--- config.mk ---
export PLATFORM = sky130hd
export DESIGN_NAME = sync_fifo_flat
export DESIGN_NICKNAME = d
export VERILOG_FILES = /design/src/rtl/sync_fifo_if.sv /design/src/rtl/sync_fifo.sv /design/src/flat_wrapper.sv
export SDC_FILE = /design/constraint.sdc
export NUM_CORES = 1
export LEC_CHECK = 0
export CORE_AREA = 2 2 130 132
export DETAILED_ROUTE_END_ITERATION = 10
export DIE_AREA = 0 0 132 134
export GPL_ROUTABILITY_DRIVEN = 0
export PLACE_DENSITY = 0.46
export SYNTH_ARGS = -nofsm -noshare
export SYNTH_HDL_FRONTEND = slang
export SYNTH_SLANG_ARGS = --single-unit
--- constraint.sdc ---
create_clock -name clk -period 3.3 [get_ports clk]
set_clock_uncertainty 0.15 [all_clocks]
set_input_delay 0.66 -clock clk [delete_from_list [all_inputs] [get_ports clk]]
set_output_delay 0.66 -clock clk [all_outputs]
set_load 0.02 [all_outputs]
--- src/rtl/sync_fifo_if.sv ---
// Producer/consumer handshake bundle for sync_fifo: write side, read side and status flags.
interface sync_fifo_if #(
  parameter int DATA_WIDTH = 8
);
  logic [DATA_WIDTH-1:0] data_wr;
  logic                  wr_en;
  logic                  fifo_full;
  logic [DATA_WIDTH-1:0] data_rd;
  logic                  rd_en;
  logic                  fifo_empty;

  modport master (
    output data_wr, wr_en, rd_en,
    input  data_rd, fifo_full, fifo_empty
  );

  modport slave (
    input  data_wr, wr_en, rd_en,
    output data_rd, fifo_full, fifo_empty
  );
endinterface

--- src/rtl/sync_fifo.sv ---
// Single-clock FIFO of DEPTH words (any DEPTH >= 2), with an optional registered read stage
// (RD_BUFFER=1) or first-word fall-through head view (RD_BUFFER=0).
module sync_fifo #(
  parameter int DEPTH      = 12,
  parameter int DATA_WIDTH = 8,
  parameter bit RD_BUFFER  = 1'b1
) (
  input  logic        clk,
  input  logic        rst,
  sync_fifo_if.slave  bus
);
  localparam int PW = (DEPTH > 1) ? $clog2(DEPTH) : 1;
  localparam int CW = $clog2(DEPTH + 1);
  localparam logic [PW-1:0] PTR_LAST = PW'(DEPTH - 1);
  localparam logic [CW-1:0] CNT_FULL = CW'(DEPTH);

  logic [DATA_WIDTH-1:0] mem_q [DEPTH];
  logic [PW-1:0]         wr_ptr_q, wr_ptr_d;
  logic [PW-1:0]         rd_ptr_q, rd_ptr_d;
  logic [CW-1:0]         count_q, count_d;
  logic                  full, empty;
  logic                  wr_acc, rd_acc;

  assign full   = (count_q == CNT_FULL);
  assign empty  = (count_q == '0);
  assign wr_acc = bus.wr_en & ~full;
  assign rd_acc = bus.rd_en & ~empty;

  assign bus.fifo_full  = full;
  assign bus.fifo_empty = empty;

  // Pointers wrap by explicit compare so non-power-of-two depths stay contiguous.
  always_comb begin
    wr_ptr_d = wr_ptr_q;
    rd_ptr_d = rd_ptr_q;
    count_d  = count_q;
    if (wr_acc) begin
      wr_ptr_d = (wr_ptr_q == PTR_LAST) ? '0 : wr_ptr_q + PW'(1);
    end
    if (rd_acc) begin
      rd_ptr_d = (rd_ptr_q == PTR_LAST) ? '0 : rd_ptr_q + PW'(1);
    end
    unique case ({wr_acc, rd_acc})
      2'b10:   count_d = count_q + CW'(1);
      2'b01:   count_d = count_q - CW'(1);
      default: count_d = count_q;
    endcase
  end

  always_ff @(posedge clk or negedge rst) begin
    if (!rst) begin
      wr_ptr_q <= '0;
      rd_ptr_q <= '0;
      count_q  <= '0;
    end else begin
      wr_ptr_q <= wr_ptr_d;
      rd_ptr_q <= rd_ptr_d;
      count_q  <= count_d;
    end
  end

  // Storage is deliberately left out of reset.
  always_ff @(posedge clk) begin
    if (wr_acc) begin
      mem_q[wr_ptr_q] <= bus.data_wr;
    end
  end

  generate
    if (RD_BUFFER) begin : g_rd_reg
      logic [DATA_WIDTH-1:0] data_rd_q, data_rd_d;

      always_comb begin
        data_rd_d = data_rd_q;
        if (rd_acc) begin
          data_rd_d = mem_q[rd_ptr_q];
        end
      end

      always_ff @(posedge clk or negedge rst) begin
        if (!rst) begin
          data_rd_q <= '0;
        end else begin
          data_rd_q <= data_rd_d;
        end
      end

      assign bus.data_rd = data_rd_q;
    end else begin : g_rd_fwft
      assign bus.data_rd = mem_q[rd_ptr_q];
    end
  endgenerate
endmodule

--- src/flat_wrapper.sv ---
// flat-port wrapper written by rule: the top's interface ports become plain ports
module sync_fifo_flat 
#(
  parameter int DEPTH      = 12,
  parameter int DATA_WIDTH = 8,
  parameter bit RD_BUFFER  = 1'b1
)
  (clk, rst, bus_data_wr, bus_wr_en, bus_rd_en, bus_data_rd, bus_fifo_full, bus_fifo_empty);
  sync_fifo_if #(.DATA_WIDTH(DATA_WIDTH)) bus_i ();
  input  logic clk;
  input  logic rst;
  input wire logic [$bits(bus_i.data_wr)-1:0] bus_data_wr;
  input wire logic [$bits(bus_i.wr_en)-1:0] bus_wr_en;
  input wire logic [$bits(bus_i.rd_en)-1:0] bus_rd_en;
  output wire logic [$bits(bus_i.data_rd)-1:0] bus_data_rd;
  output wire logic [$bits(bus_i.fifo_full)-1:0] bus_fifo_full;
  output wire logic [$bits(bus_i.fifo_empty)-1:0] bus_fifo_empty;
  assign bus_i.data_wr = bus_data_wr;
  assign bus_i.wr_en = bus_wr_en;
  assign bus_i.rd_en = bus_rd_en;
  assign bus_data_rd = bus_i.data_rd;
  assign bus_fifo_full = bus_i.fifo_full;
  assign bus_fifo_empty = bus_i.fifo_empty;
  sync_fifo #(.DEPTH(DEPTH), .DATA_WIDTH(DATA_WIDTH), .RD_BUFFER(RD_BUFFER)) u_core (.clk(clk), .rst(rst), .bus(bus_i));
endmodule
==> results.txt, run 1 <==
- Critical path start-end classification: flip-flop to primary output
- Of all flip-flops after synthesis, the portion carrying an async set or reset was 17.2%.
- Max-Slew Margin vs Limit: 60.5%
- Data arrival at the endpoint of the critical path: 1.91 ns
- Clock buffers created by TritonCTS: 17
* Relative area change from synthesis to final layout: 22.2%
- The number of setup buffers added after CTS is 0.
* Remaining global-route overflow: 0
- Post-placement setup slack: 0.331 ns
* Detail Route met3 WL: about 220 um
- Portion of synthesized cell area occupied by the leading cell type: 59.8%
- In the synthesized netlist, the cells that appear most often are 96 x edfxtp_1, 20 x dfrtp_1, 16 x nand2_1.
- Share of the yosys chip area belonging to registers: 70.2%
- Avg WL per Cell: 16.3 um
- Share of layout cells above drive strength 1: between 20% and 30%
- Count of flip-flops with a built-in enable after synthesis: 96
- At the pin with the least slew margin, the transition time is 0.592 ns.
- Total setup violations reported at the end of the flow: 0
* CTS tree: done
- For this block, the initial DRC count from the detailed router was 160.
- After floorplanning, the core was divided into between 40 and 50 placement rows.
* Most repeated cell in the gate-level netlist after synthesis: edfxtp_1
* Worst hold slack across all endpoints: 0.327 ns
* Detailed-routed wire length on met2: 4000 um
- Routed WL: approximately 8600 um
- Max-cap violations in this run came to 0.
- The first global-routing pass estimated 14200 um of wire.
- Area of combinational cells with multiple inputs: 1330 um^2
* Final worst path period need: 2.72 ns
- Wire length on met1: 4280 um
- Clock-pin slew was measured on the worst setup and hold paths at approximately 0.050 ns.
- Entering global routing, the biggest net connects 28 pins.
- Detailed routing inserted a total of between 2000 and 2500 vias.
- Along the worst hold path, the cell count comes to 2.
* Gates resized, CTS repair: 0
* Register bit total from synthesis: 116
* Final Total Pwr: 5.32 mW
* Net count of the mapped netlist: 286
- Worst IR drop on VDD: 0.000354 V
- Number of ports placed on the die boundary: 22
- In this run the cell area of the synthesized design comes to 4820 um^2.
- Yosys printed 0 warnings.
* DRC viols: 0
- Remaining antenna violation count: 0
- Number of fill cells in the layout: 1537
- Die area: 17700 um^2
* Worst Setup Slack, final: 0.582 ns
- Detailed placer's ending HPWL: 5680 um
- Static Leak: 2.07 nW
- Synth cell types: 41
* Final Non-Filler Cells: roughly 530
- For the worst setup path, the data required time is 2.49 ns.
- Topmost layer with routed signal wires: met4
* Number of buffers inserted for hold repair after clock tree synthesis: 0
- Measured along the y axis, the die boundary spans ~130 um.
- Initial core utilization: 29.6%
- Utilization after layout: 36.1%
- Final-report max-slew violation count: 0
* Syn Inst Count: around 270
- In this run the cell area measured after placement is 5280 um^2.
- Once layout is done, the placed cells without fillers occupy 5890 um^2.
* Setup repair after global routing missed its margin: no
* Type of the worst min-delay path: flip-flop to flip-flop
* Cell Pwr Density: 904 nW/um^2
* Number of antenna violations at the first check in global routing: 0
* Placed Cells: 499
- Number of I/O port buffers: 21
* Area inside the core boundary: about 16000 um^2
- The synthesized design spends more area on one cell type than any other, namely edfxtp_1.
* Final hold violation count: 0
* # clock sinks: ~120
- Number of nets in the layout: 319
- The final critical path takes up 82.4% of the cycle.
* Result of the run: finished clean
* Maximum buffer depth of the clock tree: 2
- The clock reaches the later pin of the worst-skew pair after 0.40 ns.
- Ranked by total cell area, the synthesized netlist is headed by edfxtp_1 60%, dfrtp_1 10%, mux4_2 7.0%.
- Detailed-routing iteration count for the pre-antenna-repair pass: 4
- A synthesized cell averages roughly 18 um^2.
- Based on the critical path, the design can be clocked at up to 368 MHz.
- For this run, the total global-route usage over all layers was measured as 10.8%.
* Seq. cell area: about 3400 um^2
- Setup total negative slack: 0 ns
* Kind of end point of the critical path: primary output
* CP Launch Type: flip-flop
* Depth of the worst register-to-register path: 8
- Via count of the first global-routing pass: 2432
- For this run, the leading register cell type out of synthesis is edfxtp_1.
- The tree is rooted in a clkbuf_16.
* H-tree depth reported by CTS: 4
* Ant. Diodes: 0
* Drt via density: 4.42
- Along the worst path, the maximum fanout reaches 6.
* Width of the die: 132 um
-- area by class of cell --
cell class	count	share of cell area, %
well taps	220	4.67
clock buffers	20	7.76
repair buffers	26	4.21
flip-flops and latches	116	57.5
clock inverters	12	2.63
inverters	11	0.701
multi-input cells	126	22.6
-- layout by cell type, fill, tap and decap left out, types with 2 or more instances in the layout --
| cell type | n |
|---|---|
| clkinvlp_4 | 2 |
| clkdlybuf4s50_1 | 21 |
| bufinv_16 | 3 |
| dfrtp_1 | 20 |
| nor2_1 | 3 |
| nand2_1 | 16 |
| o21ai_1 | 8 |
| mux4_2 | 15 |
| mux2_2 | 9 |
| mux2i_1 | 8 |
| nand3_1 | 2 |
| clkbuf_8 | 2 |
| nor4_1 | 2 |
| and2_1 | 8 |
| edfxtp_1 | 96 |
| nor3_1 | 4 |
| and3_1 | 4 |
| nor3b_1 | 2 |
| mux4_1 | 9 |
| clkinv_2 | 3 |
| ha_1 | 8 |
| o21ai_0 | 8 |
| clkinv_4 | 3 |
| clkbuf_16 | 17 |
| buf_4 | 5 |
| inv_1 | 11 |
| a21oi_1 | 3 |
-- critical path, cell delays in order (launching register included) --
cell and delay (ns):
dfrtp_1 0.47, and4bb_2 0.41, clkdlybuf4s50_1 0.63
-- final timing paths --
kind	endpoint	slack, ns	start
hold reg to reg	u_core.bus.data_rd[4]$_DFFE_PN0P_	0.33	u_core.bus.data_rd[4]$_DFFE_PN0P_
hold / removal	u_core.bus.data_rd[4]$_DFFE_PN0P_	0.33	u_core.bus.data_rd[4]$_DFFE_PN0P_
setup / recovery	bus_fifo_full	0.58	u_core.count_q[0]$_DFFE_PN0P_
setup reg to reg	u_core.count_q[3]$_DFFE_PN0P_	0.70	u_core.count_q[0]$_DFFE_PN0P_
min in group asynchronous	u_core.wr_ptr_q[0]$_DFFE_PN0P_	0.45	rst
max in group asynchronous	u_core.bus.data_rd[1]$_DFFE_PN0P_	2.32	rst
-- report_power, final --
group	switching [mW]	internal [mW]	leakage, nW
clock	0.648	1.23	0.296
sequential	0.172	1.85	1.11
combinational	0.727	0.700	0.659
total	1.55	3.77	2.07
-- layer usage --
| metal | up-vias | track usage [%] |
|---|---|---|
| met2 | 35 | 16.3 |
| met5 | - | 0 |
| met3 | 10 | 3.21 |
| met4 | 0 | 4.89 |
| met1 | 1183 | 14.5 |
| li1 | 1119 | - |
-- kinds of logic (layout without fill, tap and decap cells) --
group | Yosys count | count (layout) | share of synthesized area, %
adder cells (fa/ha/maj) | 9 | 9 | 2.49
AND/OR/NAND/NOR | 48 | 48 | 5.45
buffers and inverters | 23 | 69 | 2.47
XOR/XNOR | 2 | 2 | 0.364
multiplexers | 41 | 41 | 15.7
flip-flops | 116 | 116 | 70.2
AO/OA/AOI/OAI | 26 | 26 | 3.35
-- flip-flops by register name (all words and copies together) (netlist names) --
signal,count
u_core.wr_ptr_q,4
u_core.count_q,4
u_core.mem_q,96
u_core.rd_ptr_q,4
u_core.bus.data_rd,8
Power figures use the tool's default switching activity.
==> run 2, diff against run 1 <==
==> constraint.sdc (replaced) <==
create_clock -name clk -period 2.6 [get_ports clk]
set_clock_uncertainty 0.15 [all_clocks]
set_input_delay 0.52 -clock clk [delete_from_list [all_inputs] [get_ports clk]]
set_output_delay 0.52 -clock clk [all_outputs]
set_load 0.02 [all_outputs]
==> results.txt, run 2 (synthesis gave the netlist of run 1 again) <==
- Along the worst path, the maximum fanout reaches 6.
- Area inside the core boundary: 16300 um^2
- From synthesis to final layout, the design area changed by 27.3%.
- CTS tree: done
* Clock buffers created by TritonCTS: 17
* Final hold violation count: 0
- Summed over all nets, the switching power comes to ~2.0 mW.
- The detail route stage leaves a number of antenna-violating nets equal to 0.
* Total setup violations reported at the end of the flow: 0
* Initial core utilization: slightly below 30%
- Before antenna repair, the detailed router went through 6 iterations.
- For the pin with the worst max-slew slack, the measured transition is 0.625 ns.
* H-tree depth reported by CTS: 4
* Wire length of the first global-routing pass: 15200 um
- The clock network is responsible for about a third of the overall power.
* Worst path most repeated cell: ha_1
* Crit path max-delay cell type: dfrtp_1
* Share of total power in combinational logic: 29.3%
- On the worst path, the slowest cell contributes a delay of 0.47 ns.
- The via count of the first global-routing pass is ~2600.
* Data required time of the worst path: 2.74 ns
* Remaining global-route overflow: 0
* Max-Slew Margin vs Limit: 58.4%
* Net Sw Frac: around 30%
- Post-placement setup slack: -0.0341 ns
* Final Non-Filler Cells: 548
- During placement, the flow inserted port buffers numbering 21.
* Cell Pwr Density: 1110 nW/um^2
- Setup repair after global routing left no endpoint under its margin.
* Largest net degree at the start of global routing: 29
- STA classifies the critical path endpoint as a flip-flop.
* Die area: 17700 um^2
- Maximum buffer depth of the clock tree: 2
* Worst IR drop on VDD: between 0.0004 and 0.0005 V
- After detailed routing, the number of remaining DRC violations is 0.
- After the last flow step, the layout net total stands at 336.
* Max FFs per register: 96
- The number of antenna violations at the first check in global routing is 0.
* # clock sinks: 116
- The tree is rooted in a clkbuf_16.
- Number of maximum-capacitance constraint violations: 0
- With fillers left out, the area of the finished cells amounts to between 6000 and 7000 um^2.
- The final number of max-transition violations came to 0.
* Part of the power in registers: 37.9%
- For this block, the initial DRC count from the detailed router was 128.
- Share of layout cells above drive strength 1: 24.1%
- The signal on the critical path passes through o41ai_4 -> inv_1 -> ha_1 -> ha_1 -> a21oi_1 -> o21ai_0 -> o311ai_0.
- Highest Clock Rate: 414 MHz
- After layout, the worst path uses between 90% and 100% of the clock period.
- Most common cell after layout, fill and taps aside: edfxtp_1
* CP Launch Type: flip-flop
- Static Leak: 2.19 nW
* Final worst path period need: 2.42 ns
- u_core.mem_q holds more flip-flops than any other register.
- The flow ran to the end, and the final reports show no timing, DRC or antenna violations.
- The cell family contributing the most delay on the critical path is compound AO/OA/AOI/OAI gates.
* Avg WL per Cell: 17.3 um
- Critical path start-end classification: flip-flop to flip-flop
- Across every metal layer, demand over resource in global routing totals 11.7%.
* Depth of the worst register-to-register path: 7
- The multi-input combinational cells in the finished layout cover a total of 1330 um^2.
- Reg2Reg Launch Point: u_core.count_q[1]$_DFFE_PN0P_
- Type of the worst min-delay path: input port to asynchronous set/reset pin
- In this run the horizontal extent of the chip is 132 um.
- Clock insertion delay at the later pin of the skew report: 0.41 ns
- Detailed routing inserted a total of 2467 vias.
* Ant. Diodes: 0
* Placed Cells: between 500 and 600
* Data arrival at the endpoint of the critical path: 2.55 ns
- Reg2reg setup slack: 0.18 ns
* Total setup buffers inserted after CTS: 0
- Count of buffer and inverter cells on the critical path: 1
* Placed standard-cell area: around 5600 um^2
- Die Span Y: 134 um
- Utilization after layout: 37.7%
- During I/O placement, the number of pins put on the boundary was 22.
- Leading cell types in the layout, fill and taps excluded: 96 x edfxtp_1, 20 x dfrtp_1, 19 x clkdlybuf4s50_1
- Internal power comes to 4.77 mW.
- Clock transition at the registers of the reported paths: 0.05 ns
- Drt via density: between 4 and 5
* Endpoint of the worst register-to-register path: u_core.count_q[3]$_DFFE_PN0P_
* Number of fill cells in the layout: 1530
* Number of placement rows: 47
* Crit path depth: 7
- Detailed placer's ending HPWL: a little over 6000 um
- In the final layout, flip-flops and latches occupy roughly 3400 um^2.
- After layout, the worst setup slack is 0.185 ns.
- Routed WL: 9460 um
-- run 2: cell count changes in the layout (fill, tap and decap cells not counted) --
cell             delta
buf_12             +13
buf_4               +4
clkbuf_8            -2
clkdlybuf4s50_1     -2
clkinv_1            +2
clkinv_4            -2
bufinv_16           -1
clkinv_2            +1
clkinvlp_4          +1
dlygate4sd2_1       +1
dlymetal6s2s_1      +1
inv_6               +1
-- run 2: power groups by stage --
| stage | registers (mW) | clock network [mW] | logic [mW] |
|---|---|---|---|
| 2_1_floorplan | 2.58 | 0 | 1.33 |
| 3_3_place_gp | 2.60 | 0 | 2.02 |
| 3_5_place_dp | 2.61 | 0 | 2.04 |
| 4_1_cts | 2.58 | 2.28 | 2.04 |
| 5_1_grt | 2.61 | 2.36 | 2.20 |
| 6_report | 2.57 | 2.23 | 1.99 |
-- run 2: layout make-up --
type	instances	share of cell area [%]
Tap cell	220	4.49
Inverter	11	0.673
Sequential cell	116	55.2
Clock inverter	14	2.22
Clock buffer	18	7.00
Timing Repair Buffer	43	8.79
Multi-Input combinational cell	126	21.7
-- run 2: worst max path at each step --
stage                                   from                       endpoint
3_5_place_dp                       bus_rd_en  u_core.count_q[3]$_DFFE_PN0P_
5_1_grt        u_core.count_q[1]$_DFFE_PN0P_  u_core.count_q[3]$_DFFE_PN0P_
6_report       u_core.count_q[1]$_DFFE_PN0P_  u_core.count_q[3]$_DFFE_PN0P_
3_3_place_gp                       bus_wr_en  u_core.count_q[3]$_DFFE_PN0P_
4_1_cts        u_core.count_q[1]$_DFFE_PN0P_                 bus_fifo_empty
2_1_floorplan  u_core.count_q[1]$_DFFE_PN0P_  u_core.count_q[3]$_DFFE_PN0P_
-- run 2: per-stage QoR --
| stage | power, mW | hold WS [ns] | TNS [ns] |
|---|---|---|---|
| after floorplan | 3.91 | 0.0744 | 0 |
| after global placement | 4.62 | 0.318 | 0 |
| after detailed placement | 4.65 | 0.324 | -0.0341 |
| after CTS | 6.90 | 0.331 | 0 |
| after global routing | 7.17 | 0.345 | 0 |
| final | 6.79 | 0.320 | 0 |
-- run 2: layer usage --
layer | GRT usage (%) | share of wire (%) | wire (um) | vias to the layer above
met1 | 15.0 | 47 | 4470 | 1262
met5 | 0 | 0 | 0 | -
met3 | 2.68 | 2.8 | 269 | 10
met4 | 5.62 | 1.5 | 142 | 0
met2 | 18.8 | 48 | 4580 | 41
li1 | - | - | - | 1154
-- run 2: repair_timing --
action	CTS	global route
hold buffers	0	0
gates resized for setup	1	1
endpoints found under the setup margin	1	1
